==> config.mk <==
export PLATFORM = sky130hd
export DESIGN_NAME = alu_flat
export DESIGN_NICKNAME = d
export VERILOG_FILES = /design/src/rtl/alu_if.sv /design/src/rtl/alu.sv /design/src/flat_wrapper.sv
export SDC_FILE = /design/constraint.sdc
export NUM_CORES = 1
export LEC_CHECK = 0
export BUFFER_PORTS_ARGS = -buffer_cell sky130_fd_sc_hd__buf_2
export CAP_MARGIN = 0
export CORE_MARGIN = 8
export CORE_UTILIZATION = 64
export CTS_CLUSTER_SIZE = 24
export DETAILED_ROUTE_END_ITERATION = 16
export GPL_TIMING_DRIVEN = 0
export PLACE_DENSITY = 0.89
export SYNTH_ARGS = -nofsm -noshare
export SYNTH_HDL_FRONTEND = slang
export SYNTH_SLANG_ARGS = --single-unit
==> constraint.sdc <==
create_clock -name clk -period 0.8 [get_ports clk]
set_input_delay 0.04 -clock clk [delete_from_list [all_inputs] [get_ports clk]]
set_output_delay 0.04 -clock clk [all_outputs]
set_load 0.02 [all_outputs]
==> src/rtl/alu_if.sv <==
// alu_if: operand/result bundle for the execute-stage ALU
//   A, B  : signed operands (master -> slave)
//   sel   : opcode (master -> slave)
//   Y     : registered result (slave -> master)
//   flag  : registered status {overflow, zero} (slave -> master)
interface alu_if #(parameter int WIDTH = 8);
    logic [WIDTH-1:0] A;
    logic [WIDTH-1:0] B;
    logic [3:0]       sel;
    logic [WIDTH-1:0] Y;
    logic [1:0]       flag;
    modport master (output A, B, sel, input Y, flag);
    modport slave (input A, B, sel, output Y, flag);
endinterface

==> src/rtl/alu.sv <==
// alu: signed ALU with one-cycle registered result and {overflow, zero} flags
//   clk  : rising-edge clock
//   rst  : asynchronous active-high reset, clears Y and flag
//   bus  : alu_if slave (A, B, sel in; Y, flag out)
module alu #(parameter int WIDTH = 8) (
    input logic clk,
    input logic rst,
    alu_if.slave bus
);
    localparam int SW = $clog2(WIDTH);
    localparam int M = WIDTH - 1;
    logic [WIDTH-1:0] sum, dif, res;
    logic [WIDTH:0] wide;
    logic ovf;
    assign sum = bus.A + bus.B;
    assign dif = bus.A - bus.B;
    // sign-extended subtraction so SLT never sees a wrapped difference
    assign wide = {bus.A[M], bus.A} - {bus.B[M], bus.B};
    always_comb begin
        res = '0;
        ovf = 1'b0;
        case (bus.sel)
            4'd0: begin
                res = sum;
                ovf = (bus.A[M] == bus.B[M]) && (sum[M] != bus.A[M]);
            end
            4'd1: begin
                res = dif;
                ovf = (bus.A[M] != bus.B[M]) && (dif[M] != bus.A[M]);
            end
            4'd2: res = bus.A & bus.B;
            4'd3: res = bus.A | bus.B;
            4'd4: res = bus.A ^ bus.B;
            4'd5: res = ~bus.A;
            4'd6: res = bus.A << bus.B[SW-1:0];
            4'd7: res = WIDTH'($signed(bus.A) >>> bus.B[SW-1:0]);
            4'd8: res = WIDTH'(wide[WIDTH]);
            4'd9: res = bus.B;
            default: res = '0;
        endcase
    end
    always_ff @(posedge clk or posedge rst) begin
        if (rst) begin
            bus.Y <= '0;
            bus.flag <= 2'b00;
        end else begin
            bus.Y <= res;
            bus.flag <= {ovf, res == '0};
        end
    end
endmodule

==> src/flat_wrapper.sv <==
// flat-port wrapper written by rule: the top's interface ports become plain ports
module alu_flat 
#(parameter int WIDTH = 8)
  (clk, rst, bus_A, bus_B, bus_sel, bus_Y, bus_flag);
  alu_if #(.WIDTH(WIDTH)) bus_i ();
  input logic clk;
  input logic rst;
  input wire logic [$bits(bus_i.A)-1:0] bus_A;
  input wire logic [$bits(bus_i.B)-1:0] bus_B;
  input wire logic [$bits(bus_i.sel)-1:0] bus_sel;
  output wire logic [$bits(bus_i.Y)-1:0] bus_Y;
  output wire logic [$bits(bus_i.flag)-1:0] bus_flag;
  assign bus_i.A = bus_A;
  assign bus_i.B = bus_B;
  assign bus_i.sel = bus_sel;
  assign bus_Y = bus_i.Y;
  assign bus_flag = bus_i.flag;
  alu #(.WIDTH(WIDTH)) u_core (.clk(clk), .rst(rst), .bus(bus_i));
endmodule
* Word-level counts from Yosys, hierarchy flattened *
Index checks and enable logic that the tools add are counted.

operators by class
  multiply operators = 0
  $add $sub $neg = 3
  bitwise logic cells = 4
  shift operators = 2
  mux-type cells = 2
  reductions and logical operators = 4
  divide/modulo/power cells = 0
  eq/ne operators = 13
  $lt $le $gt $ge = 0

operators by type and width
  cell                count
  $pmux 8 s10         1
  $eq 4x3->1 const B  4
  $sub 8x8->9         1
  $add 8x8->8         1
  $and 8x8->8         1
  $eq 4x2->1 const B  2
  $eq 4x4->1 const B  2
  $logic_not 8->1     1
  $not 8->8           1
  $or 8x8->8          1
  $shl 8x3->8         1
  $sshr 8x3->8        1
  $sub 8x8->8         1
  $xor 8x8->8         1
  $eq 4x1->1 const B  1
  $logic_not 4->1     1
  $ne 1x1->1          3
  $logic_and 1x1->1   2
  $pmux 1 s2          1
  $eq 1x1->1          1

word-level totals
  memory bits (read-only) = 0
  RAM bits = 0
  memories kept = 0
  latch bits = 0
  bits of input ports = 22
  flip-flop bits (word level) = 10

* Logic depth before layout (Yosys ltp) *
  depth in word-level cells = 4
  mapped depth = 11
  mapped depth without buffers = 10

* Worst setup path after synthesis *
OpenSTA, ideal clock, no wires.

  path kind = in2reg
  from = in bus_B[1]
  to = reg u_core.bus.flag[1]
  path buffers = 3
  stages on the path = 10
  path slack = -2193 ps
  data arrival time = 2854 ps
  cells stage by stage = clkbuf_1 -> clkbuf_1 -> buf_1 -> inv_1 -> ha_1 -> o21ba_2 -> or4_1 -> a31o_2 -> and2_1 -> mux4_2

on the way
  word-level cells in the longest chain between the ends = 4

RTL lines
  element                                            RTL line              RTL
  start, declared                                    flat_wrapper.sv:9     input wire logic [$bits(bus_i.B)-1:0] bus_B;
  $sub 8x8->8 / $add 8x8->8 (equally long branches)  alu.sv:16, alu.sv:15
  $ne 1x1->1 (on tied branches)                      alu.sv:29, alu.sv:25
  $logic_and 1x1->1 (on tied branches)               alu.sv:29, alu.sv:25
  $pmux 1 s2 (*)                                     alu.sv:22             case (bus.sel)
  net u_core.ovf                                     alu.sv:14             logic ovf;
  end signal, assigned                               alu.sv:48             bus.flag <= {ovf, res == '0};
  end, declared                                      alu_if.sv:13          modport slave (input A, B, sel, output Y, flag);

The timed path passes the listed nets; every way through them passes the cells marked *.

* Worst setup path in the final report *
  from = in bus_B[1]
  to = reg u_core.bus.flag[0]

on the way
  word-level cells in the longest chain between the ends = 3

RTL lines
  element                              RTL line   RTL
  $sub 8x8->8 (tied with other cells)  alu.sv:16  assign dif = bus.A - bus.B;
  $pmux 8 s10 (*)                      alu.sv:22
  net u_core.res[3]                    alu.sv:12  logic [WIDTH-1:0] sum, dif, res;
  $logic_not 8->1 (*)                  alu.sv:48

Marked as above.

==> flow_summary_export.csv <==
group,metric,value,unit
sta,setup_violations,20,
synth,synth.distinct_cells,66,
sta,worst_pin_slew,0.796,ns
synth,synthTopCellsByArea,"ha_1, dfrtp_1, mux4_2",
route,wirelength,9.44,mm
route,drc,0,
critical_path,cp-start-kind,"primary input",
grt,grt_max_degree,12,
power_and_ir_drop,p_per_area,967,nW/um^2
die,die_h,76.4,um
clocking,cts_max_level,1,
sta,finalHoldViolCount,0,
job,drv_cap,0,
die,ios,32,
sta,fin_ws,-1.48,ns
synth,synth_nets,337,
route,drt-initial-drc-count,482,
synth,synth_top_cell_by_area,"ha_1",
clocking,cts_made_buffers,3,
power_and_ir_drop,power.leakage,1.41,nW
route,drtPass1Iterations,6,
die,dieWidth,76.4,um
synth,synth_area,2340,sq um
die,core,3580,sq um
sta,drv_slew,0,
place,dpl_cell_area,2650,sq um
clocking,cts.reportedPaths.clkPinSlew,0.07,ns
finish,layout.nets,391,
grt,antenna_found_initial,0,
grt,grt_first_pass_wirelength,13.2,mm
clocking,clkSinkCount,10,
min_path,holdCritPathClass,"primary input to flop",
clocking,root_buffer,"clkbuf_4",
route,dr_total_vias,2909,
finish,antenna_cells,0,
power_and_ir_drop,power_frac_clock,15.0,%
synth,synthArstFlopShare,100,%
finish,post-route-util,89.2,%
place,numPortBuffers,31,
synth,synth-seq-cells,10,
sta,timing.final.crit_share,285,%
power_and_ir_drop,switchingPower,1.34,mW
power_and_ir_drop,power.internal,1.75,mW
power_and_ir_drop,switching_share,43.3,%
grt,grt_overflow,0,
critical_path,cp.required,0.98,ns
critical_path,crit_fanout,4,
die,dieArea,5840,sq um
grt,grt_usage,26.9,%
critical_path,path_class,"primary input to flop",
synth,yosysWarnings,0,
run_status,status,"complete, but fails checks",
finish,synthToLayoutAreaGrowth,36.6,%
route,wl_per_cell,24.3,um
synth,synth_ff_type,"dfrtp_1",
synth,synth_edf_count,0,
clocking,cts_tree,"done",
sta,max_freq,0.439,GHz
die,start_util,65.3,%
route,ant_nets,0,
synth,synth_cells,288,
critical_path,cp.arrival,2.45,ns
run_status,violations,"setup timing",
finish,postLayoutCellArea,3190,sq um
finish,drive_gt1_share,38.1,%
sta,period_needed,2.28,ns
finish,fill_cells,161,
die,rows,22,
synth,yosysSeqAreaShare,10.7,%
route,viasPerCell,7.48,
power_and_ir_drop,p_seq_share,19.3,%
critical_path,worst_setup_path_end_kind,"flop",
clocking,clockBufferDepth,2,
sta,slew_headroom,46.7,%
synth,synth_top_cell_area_share,13.4,%
place,routabilityCongestion,0.973,
place,dp_hpwl,5.71,mm
power_and_ir_drop,pwr-share-comb,65.7,%
power_and_ir_drop,ir_drop,0.482,mV
sta,rsz0062_at_grt,"yes",
synth,avgSynthCellArea,8.12,sq um
grt,grt_pass1_vias,2686,
==> cells in the final DEF, fill, tap and decap left out, types with 8 or more instances in the layout <==
cell      instances
nor2_1           13
nand2_1          18
inv_1            22
ha_1             21
a21oi_1          10
clkbuf_4          9
buf_4            16
buf_6            14
clkbuf_2          8
buf_2            19
dfrtp_1          10
nand2b_1          8
==> worst paths after layout <==
path / startpoint / endpoint / slack, ns / cells after the start
setup / recovery: bus_B[1] / u_core.bus.flag[0] / -1.48 / 14
hold / removal: bus_A[7] / u_core.bus.flag[1] / 0.20 / 2
max in group asynchronous: rst / u_core.bus.flag[1] / 0.27 / 3
min in group asynchronous: rst / u_core.bus.Y[0] / 0.27 / 3
==> cells by family after synthesis <==
family | share of synthesized area, %
compound gates | 26.2
fa+ha+maj | 15.1
xor+xnor | 0.375
buf+inv | 7.92
flops | 10.7
simple gates | 26.4
mux | 13.3
==> flip-flops by register name, summed over array words and instances, names as in the netlist <==
name and cells:
u_core.bus.Y 8, u_core.bus.flag 2
==> metal layers <==
| layer | part of all wire, % | vias up | GRT usage [%] |
|---|---|---|---|
| met5 | 0 | - | 0 |
| met4 | 5.4 | 0 | 13.3 |
| met3 | 13 | 68 | 6.25 |
| met2 | 47 | 292 | 43.4 |
| met1 | 34 | 1334 | 32.6 |
| li1 | - | 1215 | - |
==> through the flow <==
step / std cells / setup TNS [ns] / worst slack [ns] / power, mW / hold slack, ns
6_report: 389 / -10.69 / -1.48 / 3.09 / 0.195
5_1_grt: 389 / -11.08 / -1.53 / 3.21 / 0.191
4_1_cts: 383 / -10.06 / -1.44 / 2.76 / 0.179
3_5_place_dp: 367 / -14.50 / -1.94 / 2.06 / 0.0176
3_3_place_gp: 367 / -13.96 / -1.82 / 2.03 / 0.00522
2_1_floorplan: 288 / -10.15 / -1.51 / 1.64 / -0.120
==> critical path: stages <==
cell and delay (ns):
buf_8 0.10, buf_8 0.11, clkbuf_16 0.13, buf_12 0.12, inv_8 0.06, ha_4 0.20
buf_6 0.12, buf_6 0.10, nand3_2 0.07, a211o_1 0.15, nand4_1 0.19, or4_4 0.57
nand4bb_1 0.24, nor4_2 0.24
==> Yosys cell counts, drive strengths merged, types with 5 or more instances <==
cell type and number:
nor3 6, o21ai 9, a22o 7, inv 23
nand2 18, clkbuf 19, nand3 7, ha 25
nand4 6, a32oi 5, nor2b 7, dfrtp 10
nand2b 10, mux2i 7, mux4 9, o22ai 5
o211ai 5, nor2 14, a21oi 15
==> what timing repair did <==
item,in CTS,in global routing
hold endpoints to repair,10,0
hold buffers,1,0
pin swaps,14,21
endpoints found under the setup margin,20,20
setup buffers,11,6
resized for setup,57,51
==> final cells by class <==
class	instances	area, sq um	share of cell area, %
multi-input cells	231	2160	67.8
repair buffers	49	387	12.1
flip-flops and latches	10	250	7.84
plain buffers	23	193	6.03
inverters	24	103	3.21
well taps	48	60.1	1.88
clock buffers	4	36.3	1.14
==> power groups by stage <==
stage | sequential (mW) | clock (mW) | combinational [mW]
2_1_floorplan | 0.669 | 0 | 0.969
3_3_place_gp | 0.584 | 0 | 1.45
3_5_place_dp | 0.586 | 0 | 1.48
4_1_cts | 0.592 | 0.455 | 1.72
5_1_grt | 0.598 | 0.490 | 2.13
6_report | 0.595 | 0.464 | 2.03
(Power assumes the default switching activity.)
